File: config.mk
export PLATFORM = sky130hd
export DESIGN_NAME = code_converter_pipe
export DESIGN_NICKNAME = d
export VERILOG_FILES = /design/src/rtl/code_converter_pipe_pkg.sv /design/src/rtl/gray_bin_core.sv /design/src/rtl/code_converter_pipe.sv
export SDC_FILE = /design/constraint.sdc
export NUM_CORES = 1
export LEC_CHECK = 0
export ABC_AREA = 1
export CAP_MARGIN = 10
export CORE_UTILIZATION = 44
export CTS_CLUSTER_DIAMETER = 80
export CTS_CLUSTER_SIZE = 12
export DETAILED_ROUTE_END_ITERATION = 10
export GPL_TIMING_DRIVEN = 0
export PLACE_DENSITY = 0.81
export RECOVER_POWER = 100
export SLEW_MARGIN = 10
export SYNTH_ARGS = -nofsm -noshare
export SYNTH_HDL_FRONTEND = slang
export SYNTH_SLANG_ARGS = --single-unit
File: constraint.sdc
create_clock -name clk -period 1.3 [get_ports clk]
set_input_delay 0.325 -clock clk [delete_from_list [all_inputs] [get_ports clk]]
set_output_delay 0.325 -clock clk [all_outputs]
set_load 0.02 [all_outputs]
File: src/rtl/code_converter_pipe_pkg.sv
`default_nettype none
// ============================================================================
//  Module      : code_converter_pipe_pkg
//  Description : Shared constants for the Gray/binary conversion pipeline.
//  Revision    : 1.0 - initial release
// ============================================================================
package code_converter_pipe_pkg;

  // Per-word conversion direction carried alongside the data.
  localparam logic MODE_G2B = 1'b0;
  localparam logic MODE_B2G = 1'b1;

  // Width of the output-handshake counter.
  localparam int COUNT_W = 16;

endpackage
`default_nettype wire

File: src/rtl/gray_bin_core.sv
`default_nettype none
// ============================================================================
//  Module      : gray_bin_core
//  Description : Pure combinational Gray<->binary converter, direction chosen
//                per word by mode.
//  Revision    : 1.0 - initial release
// ============================================================================
module gray_bin_core
  import code_converter_pipe_pkg::*;
#(
  parameter int WIDTH = 8
) (
  input  logic [WIDTH-1:0] data,
  input  logic             mode,
  output logic [WIDTH-1:0] result
);

  // Binary bit i of a Gray word is the XOR of all Gray bits at or above i,
  // so a reduction of the shifted word avoids a serial ripple chain.
  always_comb begin
    result = '0;
    if (mode == MODE_B2G) begin
      result = data ^ (data >> 1);
    end else begin
      for (int i = 0; i < WIDTH; i++) begin
        result[i] = ^(data >> i);
      end
    end
  end

endmodule
`default_nettype wire

File: src/rtl/code_converter_pipe.sv
`default_nettype none
// ============================================================================
//  Module      : code_converter_pipe
//  Description : Valid/ready pipelined Gray<->binary converter. Conversion is
//                done ahead of stage 1; remaining stages are retiming
//                registers. Counts completed output handshakes.
//  Revision    : 1.0 - initial release
// ============================================================================
module code_converter_pipe
  import code_converter_pipe_pkg::*;
#(
  parameter int WIDTH = 8,
  parameter int PIPE  = 2
) (
  input  logic               clk,
  input  logic               rst,
  input  logic               in_valid,
  output logic               in_ready,
  input  logic               in_mode,
  input  logic [WIDTH-1:0]   in_data,
  output logic               out_valid,
  input  logic               out_ready,
  output logic [WIDTH-1:0]   out_data,
  output logic               out_mode,
  input  logic               clr_count,
  output logic [COUNT_W-1:0] count
);

  logic [WIDTH-1:0]            conv_result;
  logic [PIPE-1:0]             stage_valid;
  logic [PIPE-1:0]             stage_mode;
  logic [PIPE-1:0][WIDTH-1:0]  stage_data;
  logic [COUNT_W-1:0]          count_q;
  logic [COUNT_W-1:0]          count_d;

  gray_bin_core #(
    .WIDTH (WIDTH)
  ) u_core (
    .data   (in_data),
    .mode   (in_mode),
    .result (conv_result)
  );

  // A stage may load when it or any stage after it is empty, or the output
  // is being drained; this is the unrolled form of the per-stage load chain.
  for (genvar k = 0; k < PIPE; k++) begin : g_stage
    logic             src_valid;
    logic             src_mode;
    logic [WIDTH-1:0] src_data;
    logic             load;
    logic             valid_q, valid_d;
    logic             mode_q,  mode_d;
    logic [WIDTH-1:0] data_q,  data_d;

    if (k == 0) begin : g_head
      assign src_valid = in_valid;
      assign src_mode  = in_mode;
      assign src_data  = conv_result;
    end else begin : g_body
      assign src_valid = stage_valid[k-1];
      assign src_mode  = stage_mode[k-1];
      assign src_data  = stage_data[k-1];
    end

    assign load           = out_ready | ~(&stage_valid[PIPE-1:k]);
    assign stage_valid[k] = valid_q;
    assign stage_mode[k]  = mode_q;
    assign stage_data[k]  = data_q;

    // Next stage contents: take the upstream word on load, payload held
    // when nothing valid arrives so outputs do not toggle needlessly.
    always_comb begin
      valid_d = valid_q;
      mode_d  = mode_q;
      data_d  = data_q;
      if (load) begin
        valid_d = src_valid;
        if (src_valid) begin
          mode_d = src_mode;
          data_d = src_data;
        end
      end
    end

    // Stage register with synchronous reset clearing valid and payload.
    always_ff @(posedge clk) begin
      if (rst) begin
        valid_q <= 1'b0;
        mode_q  <= 1'b0;
        data_q  <= '0;
      end else begin
        valid_q <= valid_d;
        mode_q  <= mode_d;
        data_q  <= data_d;
      end
    end
  end

  assign in_ready  = ~rst & (out_ready | ~(&stage_valid));
  assign out_valid = stage_valid[PIPE-1];
  assign out_mode  = stage_mode[PIPE-1];
  assign out_data  = stage_data[PIPE-1];
  assign count     = count_q;

  // Handshake counter: clear has priority over increment, wraps naturally.
  always_comb begin
    count_d = count_q;
    if (clr_count) begin
      count_d = '0;
    end else if (out_valid && out_ready) begin
      count_d = count_q + 1'b1;
    end
  end

  // Counter register.
  always_ff @(posedge clk) begin
    if (rst) begin
      count_q <= '0;
    end else begin
      count_q <= count_d;
    end
  end

endmodule
`default_nettype wire

==> results.txt <==
Syn Nets = 265
Crit Path Category = reg -> out
Post-Synthesis Cells = 250
Endpoints failing hold = 0
Number of global-route vias before repair = 1514
Grt ovf = 0
Pin count of the biggest net entering global routing = 13
Drt first pass iters = 4
Synth warnings = 0
Antenna Nets Post-Route = 0
Number of cell rows = 22
Post-layout net count = 325
FF+latch area = 746 sq um
CP Capture Type = output port
Final Cycle Share = 1.07
Via Count = 1725
H-Tree Depth = 2
Post-synth top area share = 0.418
Multi-input logic area = 1010 sq um
Worst vdd ir = 0.599 mV
Power Density = 995 nW/um^2
Vias per cell = 4.81
First-pass GRT wire length = 6380 microns
RSZ-0062 raised after global routing = true
Drt total wl = 3810 microns
Final setup fails = 5
Fin area = 2500 sq um
Max Cap Viol = 0
Worst EP arrival = 1.07 ns
Final RePlAce weighted congestion = 0.807
Distinct cells, synth = 27
Min-delay worst type = in -> reg
Clock sinks = 36
Most frequent cells in the layout = 60 x nand2_1, 34 x nor2_1, 24 x dfxtp_1
Hold WS = 0.375 ns
Area after DPL = 2210 sq um
Core Box Area = 3720 sq um
Hold buffer count at CTS = 0
Avg WL per Cell = 10.6 microns
DP Wirelength = 2650 microns
IO Port Bufs = 40
WP data required = 0.98 ns
DRC Markers = 0
Ratio of cells with drive above 1 in the final layout = 0.277
Initial core utilization = 0.464
Filler instances = 319
Commonest non-fill, non-tap cell in the layout = nand2_1
Fin worst setup slack = -0.0905 ns
# diodes = 0
GRT Total Usage = 0.194
Clk_skew = 0.00726 ns
Initial drt markers = 71
Cts bufs inserted = 5
Synth area leaders = dfxtp_1 42%, nand2_1 14%, nor2_1 8.1%, a21oi_1 6.1%, o21ai_0 6.1%
I/O pin count = 41
Crit-path max FO = 3
TritonCTS clock tree = done
Leakage power = 1.18 nW
Period minus WS final = 1.39 ns
Buffer depth of the longest clock path = 2
CP Launch Type = register
Final Slew Violations = 0
Clock Pin Slew Worst Setup and Hold Paths = 0.07 ns
Final setup TNS = -0.203 ns
Fmax = 719 MHz
Die Y = 64.6 microns
Mapped Area = 1720 sq um
Synthesis-stage register bit count = 36
Slew Limit Headroom = 0.805
Area Overhead vs Synth = 44.8%
Syn_area_per_cell = 6.90 sq um
Status = finished with violations
Die Wd = 64.6 microns
Sequential fraction of the synthesis area = 0.418
Worst-Skew Late Latency = 0.29 ns
Worst Tran Pin Value = 0.292 ns
Initial antenna violation count = 0
Failing checks = setup timing
Clk root buf = clkbuf_8
Total die area = 4170 sq um
Leading area contributor after synthesis = dfxtp_1
==> worst max-delay path: stages (launching register included) <==
cell     delay (ns)
dfxtp_4        0.38
nand2_4        0.07
nor2_4         0.11
nor2_1         0.05
buf_4          0.17
==> metal layers <==
metal,up-vias,global-route usage,part of all wire
met5,-,0,0
met4,0,0.0750,0.014
met3,5,0.0475,0.033
met2,34,0.329,0.49
met1,772,0.235,0.46
li1,914,-,-
==> registers in the layout, indices dropped and copies added, names as in the netlist <==
signal and cells:
count 16, g_stage.data_q 8, out_data 8, g_stage.mode_q 1, g_stage.valid_q 1, out_mode 1
out_valid 1
==> synthesized netlist by cell type (all sizes together) <==
library cell,number
a21o,1
a21oi,21
a31o,1
a31oi,1
and3,1
buf,1
clkbuf,1
clkinv,1
dfxtp,36
ha,1
inv,26
nand2,69
nand3,7
nand4,2
nor2,45
nor3,5
nor3b,1
o21a,3
o21ai,21
xnor2,1
xor2,5
==> where the power goes <==
group | leakage (nW) | switching, W | internal (W) | total, W
combinational | 0.829 | 0.000211 | 0.000139 | 0.000350
sequential | 0.301 | 0.0000259 | 0.00114 | 0.00117
clock | 0.0541 | 0.000396 | 0.000567 | 0.000963
total | 1.18 | 0.000633 | 0.00185 | 0.00248
==> per-stage QoR <==
stage	power (W)	utilization	setup slack [ns]	cells
floorplan	0.00140	-	-0.0366	250
global placement	0.00153	0.595	-0.786	338
detailed placement	0.00154	0.595	-0.796	338
CTS	0.00249	0.663	-0.121	354
global route	0.00260	0.672	-0.130	359
finish	0.00248	0.672	-0.0905	359
==> timing repair <==
item / CTS / global route
pin swaps: 15 / 12
setup endpoints to repair: 61 / 44
endpoints found under the hold margin: 0 / 0
gates resized for setup: 99 / 30
buffers inserted: 8 / 5
==> logic make-up (layout without fill, tap and decap cells) <==
| family | count (synthesis) | in the layout | synth area share |
|---|---|---|---|
| AO/OA/AOI/OAI | 48 | 48 | 0.148 |
| XOR/XNOR | 6 | 6 | 0.0305 |
| adder cells (fa/ha/maj) | 1 | 1 | 0.00726 |
| buffers and inverters | 29 | 90 | 0.0639 |
| flip-flops | 36 | 36 | 0.418 |
| AND/OR/NAND/NOR | 130 | 130 | 0.332 |
==> layout make-up <==
| class | instances | share of cell area |
|---|---|---|
| Timing Repair Buffer | 53 | 0.179 |
| Inverter | 27 | 0.0421 |
| Sequential cell | 36 | 0.299 |
| Clock buffer | 5 | 0.0276 |
| Clock inverter | 3 | 0.0170 |
| Tap cell | 48 | 0.0241 |
| Buffer | 2 | 0.00501 |
| Multi-Input combinational cell | 185 | 0.407 |
==> path summary, 6_finish.rpt <==
| kind | start | cells after the start | slack [ns] | end |
|---|---|---|---|---|
| worst max-delay path | out_valid | 4 | -0.09 | in_ready |
| worst min-delay path | out_ready | 3 | 0.38 | count[0] |
| worst max register to register | count[0] | 10 | -0.03 | count[14] |
| worst min register to register | out_data[5] | 2 | 0.49 | out_data[5] |
No activity file was read; power rests on OpenSTA's default activity.
